<file path="src/rtl/demux_1to8_tdm_if.sv">
// demux_1to8_tdm_if: serial beat input and parallel frame output bundle for demux_1to8_tdm
interface demux_1to8_tdm_if;
    logic       D;
    logic       valid;
    logic       sof;
    logic       Y0, Y1, Y2, Y3, Y4, Y5, Y6, Y7;
    logic [2:0] S;
    logic       frame_valid;
    logic       frame_err;
    logic       busy;
    modport master (
        output D, valid, sof,
        input  Y0, Y1, Y2, Y3, Y4, Y5, Y6, Y7, S, frame_valid, frame_err, busy
    );
    modport slave (
        input  D, valid, sof,
        output Y0, Y1, Y2, Y3, Y4, Y5, Y6, Y7, S, frame_valid, frame_err, busy
    );
endinterface

</file>
<file path="src/rtl/demux_1to8_tdm.sv">
// demux_1to8_tdm: collects 8 serial beats into a shadow register and publishes them as a held parallel frame
module demux_1to8_tdm #(
    parameter bit FREE_RUN = 1'b0
) (
    input logic clk,
    input logic rst_n,
    demux_1to8_tdm_if.slave bus
);
    typedef enum logic {IDLE, RECV} state_t;
    state_t     state, state_n;
    logic [2:0] s, s_n;
    logic [7:0] sh, sh_n, y, y_n;
    logic       fv, fv_n, fe, fe_n;
    logic       start, abort;
    assign start = bus.valid && (bus.sof || FREE_RUN);
    assign abort = bus.valid && bus.sof && !FREE_RUN;
    always_comb begin
        state_n = state;
        s_n     = s;
        sh_n    = sh;
        y_n     = y;
        fv_n    = 1'b0;
        fe_n    = 1'b0;
        if (state == IDLE) begin
            if (start) begin
                sh_n    = {7'b0, bus.D};
                s_n     = 3'd1;
                state_n = RECV;
            end
        end else if (bus.valid) begin
            // a sof beat restarts the frame, even on the slot that would have completed it
            if (abort) begin
                fe_n = 1'b1;
                sh_n = {7'b0, bus.D};
                s_n  = 3'd1;
            end else if (s == 3'd7) begin
                y_n     = {bus.D, sh[6:0]};
                fv_n    = 1'b1;
                s_n     = 3'd0;
                state_n = IDLE;
            end else begin
                sh_n[s] = bus.D;
                s_n     = s + 3'd1;
            end
        end
    end
    always_ff @(posedge clk or negedge rst_n) begin
        if (!rst_n) begin
            state <= IDLE;
            s     <= 3'd0;
            sh    <= 8'd0;
            y     <= 8'd0;
            fv    <= 1'b0;
            fe    <= 1'b0;
        end else begin
            state <= state_n;
            s     <= s_n;
            sh    <= sh_n;
            y     <= y_n;
            fv    <= fv_n;
            fe    <= fe_n;
        end
    end
    assign bus.Y0          = y[0];
    assign bus.Y1          = y[1];
    assign bus.Y2          = y[2];
    assign bus.Y3          = y[3];
    assign bus.Y4          = y[4];
    assign bus.Y5          = y[5];
    assign bus.Y6          = y[6];
    assign bus.Y7          = y[7];
    assign bus.S           = s;
    assign bus.frame_valid = fv;
    assign bus.frame_err   = fe;
    assign bus.busy        = (state == RECV);
endmodule

</file>
<file path="src/flat_wrapper.sv">
// flat-port wrapper written by rule: the top's interface ports become plain ports
module demux_1to8_tdm_flat 
#(
    parameter bit FREE_RUN = 1'b0
)
  (clk, rst_n, bus_D, bus_valid, bus_sof, bus_Y0, bus_Y1, bus_Y2, bus_Y3, bus_Y4, bus_Y5, bus_Y6, bus_Y7, bus_S, bus_frame_valid, bus_frame_err, bus_busy);
  demux_1to8_tdm_if bus_i ();
  input logic clk;
  input logic rst_n;
  input wire logic [$bits(bus_i.D)-1:0] bus_D;
  input wire logic [$bits(bus_i.valid)-1:0] bus_valid;
  input wire logic [$bits(bus_i.sof)-1:0] bus_sof;
  output wire logic [$bits(bus_i.Y0)-1:0] bus_Y0;
  output wire logic [$bits(bus_i.Y1)-1:0] bus_Y1;
  output wire logic [$bits(bus_i.Y2)-1:0] bus_Y2;
  output wire logic [$bits(bus_i.Y3)-1:0] bus_Y3;
  output wire logic [$bits(bus_i.Y4)-1:0] bus_Y4;
  output wire logic [$bits(bus_i.Y5)-1:0] bus_Y5;
  output wire logic [$bits(bus_i.Y6)-1:0] bus_Y6;
  output wire logic [$bits(bus_i.Y7)-1:0] bus_Y7;
  output wire logic [$bits(bus_i.S)-1:0] bus_S;
  output wire logic [$bits(bus_i.frame_valid)-1:0] bus_frame_valid;
  output wire logic [$bits(bus_i.frame_err)-1:0] bus_frame_err;
  output wire logic [$bits(bus_i.busy)-1:0] bus_busy;
  assign bus_i.D = bus_D;
  assign bus_i.valid = bus_valid;
  assign bus_i.sof = bus_sof;
  assign bus_Y0 = bus_i.Y0;
  assign bus_Y1 = bus_i.Y1;
  assign bus_Y2 = bus_i.Y2;
  assign bus_Y3 = bus_i.Y3;
  assign bus_Y4 = bus_i.Y4;
  assign bus_Y5 = bus_i.Y5;
  assign bus_Y6 = bus_i.Y6;
  assign bus_Y7 = bus_i.Y7;
  assign bus_S = bus_i.S;
  assign bus_frame_valid = bus_i.frame_valid;
  assign bus_frame_err = bus_i.frame_err;
  assign bus_busy = bus_i.busy;
  demux_1to8_tdm #(.FREE_RUN(FREE_RUN)) u_core (.clk(clk), .rst_n(rst_n), .bus(bus_i));
endmodule
</file>
<file path="config.mk">
export PLATFORM = sky130hd
export DESIGN_NAME = demux_1to8_tdm_flat
export DESIGN_NICKNAME = d
export VERILOG_FILES = /design/src/rtl/demux_1to8_tdm_if.sv /design/src/rtl/demux_1to8_tdm.sv /design/src/flat_wrapper.sv
export SDC_FILE = /design/constraint.sdc
export NUM_CORES = 1
export LEC_CHECK = 0
export BUFFER_PORTS_ARGS = -buffer_cell sky130_fd_sc_hd__buf_2
export CORE_MARGIN = 2
export CORE_UTILIZATION = 53
export DETAILED_ROUTE_END_ITERATION = 8
export GPL_TIMING_DRIVEN = 0
export PLACE_DENSITY = 0.77
export RECOVER_POWER = 50
export SYNTH_ARGS = -nofsm -noshare
export SYNTH_HDL_FRONTEND = slang
export SYNTH_SLANG_ARGS = --single-unit
</file>
<file path="constraint.sdc">
create_clock -name clk -period 2.21 [get_ports clk]
set_clock_uncertainty 0.05 [all_clocks]
set_input_delay 0.5525 -clock clk [delete_from_list [all_inputs] [get_ports clk]]
set_output_delay 0.5525 -clock clk [all_outputs]
set_load 0.02 [all_outputs]
</file>
### Yosys cells after proc, flatten, opt, wreduce, memory -nomap -nowiden

Cells that the tools add are included.

| storage, ports and cells | value |
|---|---|
| output and inout port bits | 14 |
| logic and storage cells | 43 |
| input bits | 5 |
| flip-flop bits (word level) | 22 |

| operators by class | value |
|---|---|
| magnitude comparators | 2 |
| bitwise operators | 1 |
| mux-type cells | 24 |
| eq/ne operators | 3 |
| reduce and logical (&&, ||, !) cells | 6 |
| add/sub/neg operators | 1 |

Operators with widths:

| kind | number |
|---|---|
| $mux W8 | 5 |
| $mux W3 | 5 |
| $mux W1 | 12 |
| $bwmux W8 | 1 |
| $lt A3 B4 Y1 const B | 1 |
| $reduce_and A4 Y1 | 1 |
| $add A3 B1 Y3 const B | 1 |
| $demux W1 S3 | 1 |
| $eq A3 B3 Y1 const B | 1 |
| $ge A3 B1 Y1 const B | 1 |
| $reduce_and A3 Y1 | 1 |
| $logic_and A1 B1 Y1 | 2 |
| $ne A2 B1 Y1 const B | 1 |
| $ne A2 B2 Y1 const B | 1 |
| $reduce_and A2 Y1 | 1 |
| $reduce_bool A2 Y1 | 1 |
| $not A1 Y1 | 1 |

### Longest topological paths before layout

| depth | value |
|---|---|
| depth in word-level cells | 9 |
| gate-level depth with buffers | 5 |
| mapped depth without buffers | 5 |

### Worst setup path before layout

OpenSTA, ideal clock, no wires.

| timing path | value |
|---|---|
| path type | register -> register |
| start point | register u_core.s[1], in the netlist u_core.bus.S[1] |
| end point | register u_core.sh[0] |
| arrival | 1683 ps |
| period minus slack after synthesis | 1858 ps |
| required time | 2035 ps |
| path buffers | 0 |
| setup slack | 352 ps |
| library setup time | 125 ps |
| stages on the path, launching flop included | 6 |
| cells stage by stage | dfrtp_1 -> ha_1 -> ha_1 -> and2b_4 -> o221ai_2 -> mux2_4 |

| on the way | value |
|---|---|
| cells in the longest elaborated chain, start to end | 9 |
| elaborated cells between the ends (all ways) | 13 |
| classes of those cells | 2 x order compare; 2 x eq/ne; 7 x mux; 2 x reduce/logical |

RTL lines:

| element | line | source |
|---|---|---|
| from (decl) | demux_1to8_tdm.sv:11 | `logic [2:0] s, s_n;` |
| from (signal assigned) | demux_1to8_tdm.sv:57 | `s <= s_n;` |
| $lt A3 B4 Y1 (not written as such) / $ge A3 B1 Y1 (equally long branches) | demux_1to8_tdm.sv:42 | `sh_n[s] = bus.D;` |
| $logic_and A1 B1 Y1 (not written as such) | demux_1to8_tdm.sv:42 |  |
| $mux W1 (not written as such) | demux_1to8_tdm.sv:42 |  |
| $demux W1 S3 | - |  |
| $bwmux W8 | demux_1to8_tdm.sv:42 |  |
| $mux W8 | demux_1to8_tdm.sv:36 | `end else if (s == 3'd7) begin` |
| $mux W8 | demux_1to8_tdm.sv:32 | `if (abort) begin` |
| $mux W8 | demux_1to8_tdm.sv:30 | `end else if (bus.valid) begin` |
| $mux W8 | demux_1to8_tdm.sv:24 | `if (state == IDLE) begin` |
| to (signal assigned) | demux_1to8_tdm.sv:58 | `sh <= sh_n;` |
| to (decl) | demux_1to8_tdm.sv:12 | `logic [7:0] sh, sh_n, y, y_n;` |

Parallel ways exist; a longest one is shown, timed or not. The select of a mux whose other input is x is not followed.
A chain may end at the register's enable or synchronous reset.

### Final worst setup path

Same ends and word-level chain as after synthesis.

==> metrics.txt <==
status complete, no violations; Die Height 48.1 um; CP max FO 10; first-pass GRT wire length 2980 um; kind of critical path flip-flop to flip-flop; Port Buffer Count 16; switching power total 0.249 mW; WHS 363 ps; Net Sw Frac 30.2%; core footprint 0.00178 sq mm; nets between 100 and 150; CTS resizes 0; final worst slack 273 ps; worst setup path start u_core.bus.S[1]; CTS tree built; Pint between 0.5 and 0.6 mW; Tcrit/Tclk final 87.7%; final core utilization around two thirds; I/O pin total 19; via count 712; Fillers 144; # rows 15; DR DRC count 0; Comb pwr share 23.2%; Tmin final 1940 ps; Critical Path Sink Type flip-flop; gr ovfl total 0; met3 usage approximately 3.4%; largest net degree at the start of global routing 22; CP startpoint kind flip-flop; setup bufs post-CTS 0; Root Buffer clkbuf_4; CP endpoint u_core.sh[0]; Final Hold Vio Count 0; Pwr Total 0.825 mW; Net Count, Synth 87; Placer Congestion 0.769; P_leak 0.578 nW; FF-to-FF Start u_core.bus.S[1]; GRT Overall Usage 19.2%; synthesized cell area 0.00103 sq mm; Starting Density 57.8%; mean cell area of the mapped netlist 13.0 sq um; Detail Route Antenna Nets 0; R2R depth 5; Design Area, Final between 0.001 and 0.0015 sq mm; GR Util met1 25.5%; Worst Path Required 2340 ps; Max clock buf depth 2; hold_buf cts 0; H-tree Lvls 1; Post-Synthesis Cells 79; Synth cell types 24; Clock Latency Late Sink approximately 300 ps; Fin Setup TNS 0 ps; Top Usage Layer GRT met2; area grow syn2layout 12.6%; DRT iter0 DRCs 12; vias in the first global route 652; CTS buffer count 3; Slew Viols, Final 0; Reg-to-Reg End u_core.sh[0]; worst-margin pin slew 1060 ps; final setup violation count 0; RSZ-0062 raised after global routing no; Sequential Power Share approximately 56%; max_slew headroom 29.2%; # clock sinks 21; dpl cells 120; Finished Layout Cells 124; Synth Warn # 0; Post-DP Area 0.00114 sq mm; CP arrival 2070 ps; HP Class input pin to asynchronous set/reset pin; Die ar. between 0.002 and 0.0025 sq mm; sequential share of the synthesized area 51.0%; WL final roughly 1700 um; clock share of power 21.3%; GR Util met2 30.7%; antenna cells 0; leading cell type in the layout, fill and taps excluded dfrtp_1; VDD IR-drop max 0.355 mV; number of synthesized register bits 21; initial antenna violation count 0; Die W between 40 and 50 um; layout cells sized above 1 around 31%; dpl ws 319 ps; R2R setup slack 270 ps; WL per Instance ~14 um; maximum capacitance violations 0; fmax 516 MHz; dpl hpwl 1270 um; drt pass-1 iters 4; Clock Pin Slew Worst Setup and Hold Paths 120 ps; most frequent cells in the layout dfrtp_1, buf_2, mux2_2; Vias/cell 5.74; PwrDens 711 mW/mm^2
## worst max-delay path, stage by stage, from the launching register on
cell	delay [ps]
dfrtp_1	520
ha_1	250
ha_1	250
and2b_4	240
o221ai_2	190
mux2_4	320
## power by group through the flow
stage                     clock (mW)  combinational (mW)  sequential, mW
final                          0.175               0.191           0.458
after global routing           0.198               0.213           0.466
after CTS                      0.183               0.195           0.458
after detailed placement           0               0.193           0.465
after global placement             0               0.188           0.463
after floorplan                    0               0.115           0.484
## sequential cells by signal (all words and copies together) (netlist names)
register,cells
u_core.bus.S,3
u_core.bus.frame_err,1
u_core.bus.frame_valid,1
u_core.bus.busy,1
u_core.sh,7
u_core.y,8
## synthesized netlist by cell type, drive strengths merged
cell type	n	area [sq um]
o221ai	7	67.6
a22o	1	8.76
inv	2	7.51
buf	6	35.0
and4bb	1	12.5
o21ai	3	15.0
a21bo	1	16.3
and3b	3	26.3
ha	3	37.5
nand4b	1	23.8
dfrtp	21	526
and3	1	6.26
a32o	6	60.1
mux2	9	105
and2b	1	10.0
nand2b	1	6.26
nand2	6	22.5
nor3b	4	30.0
o41ai	1	8.76
nor3	1	5.00
## cell type report
type                            instances  area [sq um]  area share [%]
Timing Repair Buffer                   16          72.6            6.26
Inverter                                2          7.51           0.647
Clock inverter                          1          5.00           0.432
Tap cell                               25          31.3            2.70
Multi-Input combinational cell         50           462            39.8
Clock buffer                            3          22.5            1.94
Sequential cell                        21           526            45.3
Buffer                                  6          33.8            2.91
## routing by layer
layer	vias up	part of all wire (%)
li1	347	-
met5	-	0
met2	19	46
met4	0	1.3
met1	342	49
met3	4	3.7
## how the worst min path moves through the flow
stage | start | endpoint | slack (ps) | depth (start not counted)
after CTS | rst_n | u_core.bus.S[1] | 150 | 1
final | rst_n | u_core.y[5] | 360 | 1
after floorplan | rst_n | u_core.bus.S[0] | 210 | 0
after global placement | u_core.sh[3] | u_core.sh[3] | 430 | 1
after global routing | rst_n | u_core.bus.frame_valid | 470 | 1
after detailed placement | u_core.sh[6] | u_core.sh[6] | 440 | 1
## cells by family after synthesis
family / Yosys count / synth area share (%)
AOI/OAI and AO/OA: 19 / 17.1
muxes: 9 / 10.2
buffers and inverters: 8 / 4.13
and+or+nand+nor: 19 / 13.9
DFF: 21 / 51.0
adders and majority gates: 3 / 3.65
No activity file was read; power rests on OpenSTA's default activity.
